<file path="src/rtl/aes_pkg.sv">
// Shared types and helpers for the Rijndael round datapath.
// Holds the legal column counts and the per-row ShiftRows offsets.
package aes_pkg;

    typedef logic [7:0] aes_byte_t;

    localparam int unsigned NbLegal [3] = '{4, 6, 8};

    function automatic bit nb_is_legal(int unsigned nb);
        for (int i = 0; i < 3; i++) begin
            if (NbLegal[i] == nb) return 1'b1;
        end
        return 1'b0;
    endfunction

    // Rows 2 and 3 shift one extra column for 256-bit blocks.
    function automatic int unsigned shift_offset(int unsigned nb, int unsigned row);
        if (row == 0) return 0;
        if (nb == 8 && row >= 2) return row + 1;
        return row;
    endfunction

endpackage

</file>
<file path="src/rtl/aes_shift_rows_perm.sv">
// Combinational ShiftRows / InvShiftRows byte permutation for an NB-column state.
// Byte i of the state sits at bits [8i:8i+7]: row i%4, column i/4.
module aes_shift_rows_perm
    import aes_pkg::*;
#(
    parameter int unsigned NB = 4
) (
    input  logic [0:32*NB-1] data,
    input  logic             inv,
    output logic [0:32*NB-1] perm_data
);

    for (genvar c = 0; c < NB; c++) begin : g_col
        for (genvar r = 0; r < 4; r++) begin : g_row
            localparam int unsigned S      = shift_offset(NB, r);
            localparam int unsigned FwdCol = (c + S) % NB;
            localparam int unsigned InvCol = (c + NB - S) % NB;

            aes_byte_t fwd_byte;
            aes_byte_t inv_byte;

            assign fwd_byte = data[8*(r + 4*FwdCol) +: 8];
            assign inv_byte = data[8*(r + 4*InvCol) +: 8];
            assign perm_data[8*(r + 4*c) +: 8] = inv ? inv_byte : fwd_byte;
        end
    end

endmodule

</file>
<file path="src/rtl/aes_shift_rows_pipe.sv">
// Two-stage valid/ready ShiftRows/InvShiftRows engine; direction chosen per word.
// Optional sideband tag ports are built when SHIFT_ROWS_TAG_EN is defined.
module aes_shift_rows_pipe
    import aes_pkg::*;
#(
    parameter int unsigned NB    = 4,
    parameter int unsigned TAG_W = 4
) (
    input  logic             clk,
    input  logic             rst,
    input  logic             in_valid,
    output logic             in_ready,
    input  logic             in_inv,
    input  logic [0:32*NB-1] in_data,
`ifdef SHIFT_ROWS_TAG_EN
    input  logic [TAG_W-1:0] in_tag,
    output logic [TAG_W-1:0] out_tag,
`endif
    output logic             out_valid,
    input  logic             out_ready,
    output logic [0:32*NB-1] out_data,
    output logic             busy
);

    if (!nb_is_legal(NB)) begin : g_bad_nb
        $error("aes_shift_rows_pipe: NB must be 4, 6 or 8");
    end
    if (TAG_W == 0) begin : g_bad_tag_w
        $error("aes_shift_rows_pipe: TAG_W must be nonzero");
    end

    logic             a_valid_q;
    logic             a_inv_q;
    logic [0:32*NB-1] a_data_q;
    logic             b_valid_q;
    logic [0:32*NB-1] b_data_q;
    logic [0:32*NB-1] perm_data;

    logic in_hs;
    logic a_adv;
    logic b_adv;

    aes_shift_rows_perm #(
        .NB (NB)
    ) u_perm (
        .data      (a_data_q),
        .inv       (a_inv_q),
        .perm_data (perm_data)
    );

    always_comb begin
        b_adv    = !b_valid_q | out_ready;
        a_adv    = a_valid_q & b_adv;
        in_ready = !rst & (!a_valid_q | b_adv);
        in_hs    = in_valid & in_ready;
        // Gated so no output handshake can complete in a reset cycle.
        out_valid = b_valid_q & !rst;
        out_data  = b_data_q;
        busy      = a_valid_q | b_valid_q;
    end

    always_ff @(posedge clk) begin
        if (rst) begin
            a_valid_q <= 1'b0;
            a_inv_q   <= 1'b0;
            a_data_q  <= '0;
            b_valid_q <= 1'b0;
            b_data_q  <= '0;
        end else begin
            if (in_hs) begin
                a_inv_q  <= in_inv;
                a_data_q <= in_data;
            end
            a_valid_q <= in_hs | (a_valid_q & !a_adv);
            if (b_adv) b_valid_q <= a_valid_q;
            if (a_adv) b_data_q  <= perm_data;
        end
    end

`ifdef SHIFT_ROWS_TAG_EN
    logic [TAG_W-1:0] a_tag_q;
    logic [TAG_W-1:0] b_tag_q;

    always_ff @(posedge clk) begin
        if (rst) begin
            a_tag_q <= '0;
            b_tag_q <= '0;
        end else begin
            if (in_hs) a_tag_q <= in_tag;
            if (a_adv) b_tag_q <= a_tag_q;
        end
    end

    assign out_tag = b_tag_q;
`endif

endmodule

</file>
<file path="config.mk">
export PLATFORM = sky130hd
export DESIGN_NAME = aes_shift_rows_pipe
export DESIGN_NICKNAME = d
export VERILOG_FILES = /design/src/rtl/aes_pkg.sv /design/src/rtl/aes_shift_rows_perm.sv /design/src/rtl/aes_shift_rows_pipe.sv
export SDC_FILE = /design/constraint.sdc
export NUM_CORES = 1
export LEC_CHECK = 0
export CAP_MARGIN = 40
export CORE_MARGIN = 2
export CORE_UTILIZATION = 54
export DETAILED_ROUTE_END_ITERATION = 8
export PLACE_DENSITY = 0.88
export SLEW_MARGIN = 20
export SYNTH_ARGS = -nofsm -noshare
export SYNTH_HDL_FRONTEND = slang
export SYNTH_SLANG_ARGS = --single-unit
</file>
<file path="constraint.sdc">
create_clock -name clk -period 3.16 [get_ports clk]
set_input_delay 0.632 -clock clk [delete_from_list [all_inputs] [get_ports clk]]
set_output_delay 0.632 -clock clk [all_outputs]
set_load 0.005 [all_outputs]
</file>
==> results by group <==
Run status
  – Run status: completed

STA
  – Worst slew margin relative to its limit: 43.82%
  – Actual transition at the worst max-transition pin: 842.7 ps
  – Post-route fraction of the period consumed by the critical path: 87.64%
  – Final setup violation count: 0
  – Max-slew violations: 0
  – Count of final hold-check violations: 0
  – Final period demand of the worst path: 2769 ps
  – Peak Freq: 0.3611 GHz
  – Final Skew: 16.49 ps
  – Setup repair after global routing missed its margin: false
  – Total Negative Setup Slacks: 0 ps

Worst setup path
  – Most frequent CP cell: clkdlybuf4s50_1
  – CP max stage cell: clkdlybuf4s50_1
  – Worst-path cell chain: clkdlybuf4s50_1 -> and2b_2 -> a21oi_1 -> clkdlybuf4s50_1
  – Launch instance of the worst register-to-register path: a_valid_q$_SDFF_PP0_
  – Arrival time reported for the critical path endpoint: 2140 ps
  – Highest fanout seen on the critical path: 3
  – Startpoint type of the worst setup path: input port
  – Reg-to-reg setup timing slack: 1120 ps
  – Worst-case reg-to-reg path depth: 4
  – Critical R2R Capture: a_data_q[64]$_SDFFE_PP0P_
  – Worst stage delay on the critical path: 530 ps
  – Worst EP required: 2530 ps
  – Crit path kind: in -> out
  – Nature of the critical path endpoint: output pin

Logic synthesis
  – Largest cells by area after synthesis: dfxtp_1 48%, mux2_4 14%, nor2b_1 7.5%
  – Syn Nets: 1,145
  – Post-synthesis instance area: 0.01086 mm²
  – Warning count from the yosys run: 0
  – FF+latch count, synth: 259
  – Post-Synth Adder-Cell Area: 0%
  – Share of the yosys chip area belonging to registers: 47.74%
  – Number of unique standard cell types used by synthesis: 24
  – Area fraction of the dominant cell type after synthesis: 47.74%
  – Fraction of synthesis flops using an asynchronous set or reset pin: 0%
  – Gate count after technology mapping: 1,012
  – Synthesized-area fraction occupied by and/or/nand/nor cells: 11.01%
  – Compound-Gate Fraction of Synth Area: 13.41%
  – Main combinational cell family by area after synthesis: multiplexers
  – Cell type with the largest total area after synthesis: dfxtp_1
  – Synth Flop Type: dfxtp_1
  – XOR/XNOR Fraction of Synth Area: 0%
  – EDFF count, synth: 0
  – Avg Inst Size Synth: 10.73 µm²
  – Mux contribution to synthesized area: 22.73%

Clock network
  – Cts-stage hold buffer count: 0
  – TritonCTS clock tree: done
  – CTS Buf Count: 27
  – Longest Clk Path Bufs: 3
  – Number of H-tree levels: 1
  – Clock Root Buffer: clkbuf_16
  – Post-cts resize count: 0
  – Clock-pin transition on the worst setup and hold timing paths: 60 ps
  – Clock sinks: 259
  – Post-CTS Repair Setup Buffers: 0
  – Source-to-sink clock delay at the later pin of the worst-skew pair: 520 ps

GRT
  – Antenna violations before repair: 0
  – Global router's overall resource usage: 26.00%
  – Global-route wire length before repair: 45,890 µm
  – Vias in the first global route: 8,430
  – Pin count of the biggest net entering global routing: 147
  – GRT overflow: 0

Worst hold path
  – Launch point of the worst hold path: a_data_q[0]$_SDFFE_PP0P_
  – Worst hold endpoint: out_data[0]$_SDFFE_PP0P_
  – Number of instances on the worst hold path: 2
  – Class of the tightest hold or removal check: reg -> reg

Detailed routing
  – Iteration-0 DRC count of the detailed router: 428
  – DRC violations left: 0
  – 1st-pass router iterations: 4
  – Post-DRT Antenna Nets: 0
  – Routed Wire Length: 29,110 µm
  – Vias: 8,475
  – Via density per instance: 5.635
  – Routed wirelength normalized by instance count: 19.36 µm

Finish
  – Sequential cell area: 0.005192 mm²
  – Final-layout fill cell count: 1,325
  – Area of the multi-input gates: 0.005130 mm²
  – Layout overhead on the synthesized area: 32.25%
  – Net total in the final layout: 1,355
  – Final core area utilization: 73.32%
  – Number of diodes added for antenna fixing: 0
  – Fraction of layout instances using a drive strength above 1: 15.82%

Power
  – Power per cell area: 540.4 mW/mm²
  – Max rail drop VDD: 0.4456 mV
  – Leakage: 5.495 nW

Place
  – Detailed placement HPWL: 18,320 µm
  – I/O Buffers: 263
  – Weighted congestion reported at the end of routability-driven placement: 0.7686

Floorplan
  – Number of top-level pins: 264
  – Row Count: 51
  – Area of the die: 0.02126 mm²
  – Die Height: 145.8 µm
  – Initial Util: 55.44%
  – Core Box Area: 0.01959 mm²
  – Horiz. Die Dim: 145.8 µm

Job
  – Max-cap viol count: 0
## synthesized netlist by cell type (4+ instances only)
library cell,number
a211oi_1,64
a21oi_1,131
buf_1,4
buf_2,32
buf_4,8
buf_6,14
clkbuf_1,41
dfxtp_1,259
mux2_2,28
mux2_4,100
mux2i_1,64
nand3_1,64
nor2b_1,130
o21ai_0,55
o21ai_1,9
## routing by layer
metal	wire, µm	GRT usage [%]
met1	12010	33.28
met2	14290	44.67
met3	2062	5.580
met4	745	6.716
met5	0	0
## worst max-delay path by stage
stage | from | endpoint | slack [ps]
2_1_floorplan | rst | in_ready | 1140
3_3_place_gp | out_ready | in_ready | 330
3_5_place_dp | out_ready | in_ready | 410
4_1_cts | out_ready | in_ready | 400
5_1_grt | out_ready | in_ready | 360
6_report | out_ready | in_ready | 390
## state kept, by name, indices dropped and copies added, names as in the netlist
| name | flops |
|---|---|
| b_valid_q | 1 |
| a_valid_q | 1 |
| out_data | 128 |
| a_inv_q | 1 |
| a_data_q | 128 |
## metrics by stage
stage / hold slack, ps / worst slack [ps] / total power, mW / std cells / instance area [µm²]
4_1_cts: 462.8 / 397.6 / 7.804 / 1504 / 14360
5_1_grt: 478.0 / 364.4 / 8.022 / 1504 / 14360
6_report: 461.5 / 390.6 / 7.762 / 1504 / 14360
3_5_place_dp: 452.8 / 406.5 / 4.753 / 1458 / 13510
2_1_floorplan: 439.2 / 1142 / 4.277 / 1012 / 10860
3_3_place_gp: 444.7 / 330.1 / 4.714 / 1458 / 13510
## where the power goes
| part | switching, mW | internal (mW) |
|---|---|---|
| registers | 0.153 | 3.48 |
| clock network | 1.27 | 1.79 |
| logic | 0.419 | 0.644 |
## layout make-up
class	instances	share of cell area [%]
clock inverters	11	0.7928
flip-flops and latches	259	36.15
repair buffers	280	19.85
clock buffers	35	5.122
inverters	2	0.05227
multi-input cells	652	35.72
well taps	265	2.309
## critical path, delay by kind of cell
family	cells	cell delay, ps
AND/OR/NAND/NOR	1	250
buffers and inverters	2	1060
AO/OA/AOI/OAI	1	190
## cell usage in the layout, fill, tap and decap left out
| cell type | instances |
|---|---|
| clkinv_2 | 6 |
| mux2i_1 | 64 |
| a21oi_1 | 131 |
| clkdlybuf4s50_1 | 262 |
| nor2_4 | 1 |
| clkbuf_8 | 4 |
| a211oi_1 | 64 |
| clkinv_4 | 1 |
| nor2b_1 | 130 |
| inv_1 | 1 |
| mux2_1 | 1 |
| buf_4 | 10 |
| clkbuf_1 | 5 |
| buf_12 | 7 |
| clkbuf_16 | 27 |
| nand3_1 | 64 |
| or2_2 | 1 |
| o21ai_1 | 9 |
| nand3b_2 | 1 |
| bufinv_16 | 2 |
| nand2b_4 | 1 |
| inv_2 | 1 |
| and2b_2 | 1 |
| dfxtp_4 | 2 |
| nand3b_4 | 1 |
| mux2_4 | 100 |
| o21ai_0 | 55 |
| dfxtp_1 | 257 |
| mux2_2 | 28 |
| clkinvlp_4 | 2 |
## cells by family (layout without fill, tap and decap cells)
logic type | Yosys count | count (layout)
flip-flops | 259 | 259
AO/OA/AOI/OAI | 259 | 259
multiplexers | 193 | 193
AND/OR/NAND/NOR | 200 | 200
buffers and inverters | 101 | 328
Note: power is estimated with default switching activity, not from simulation.
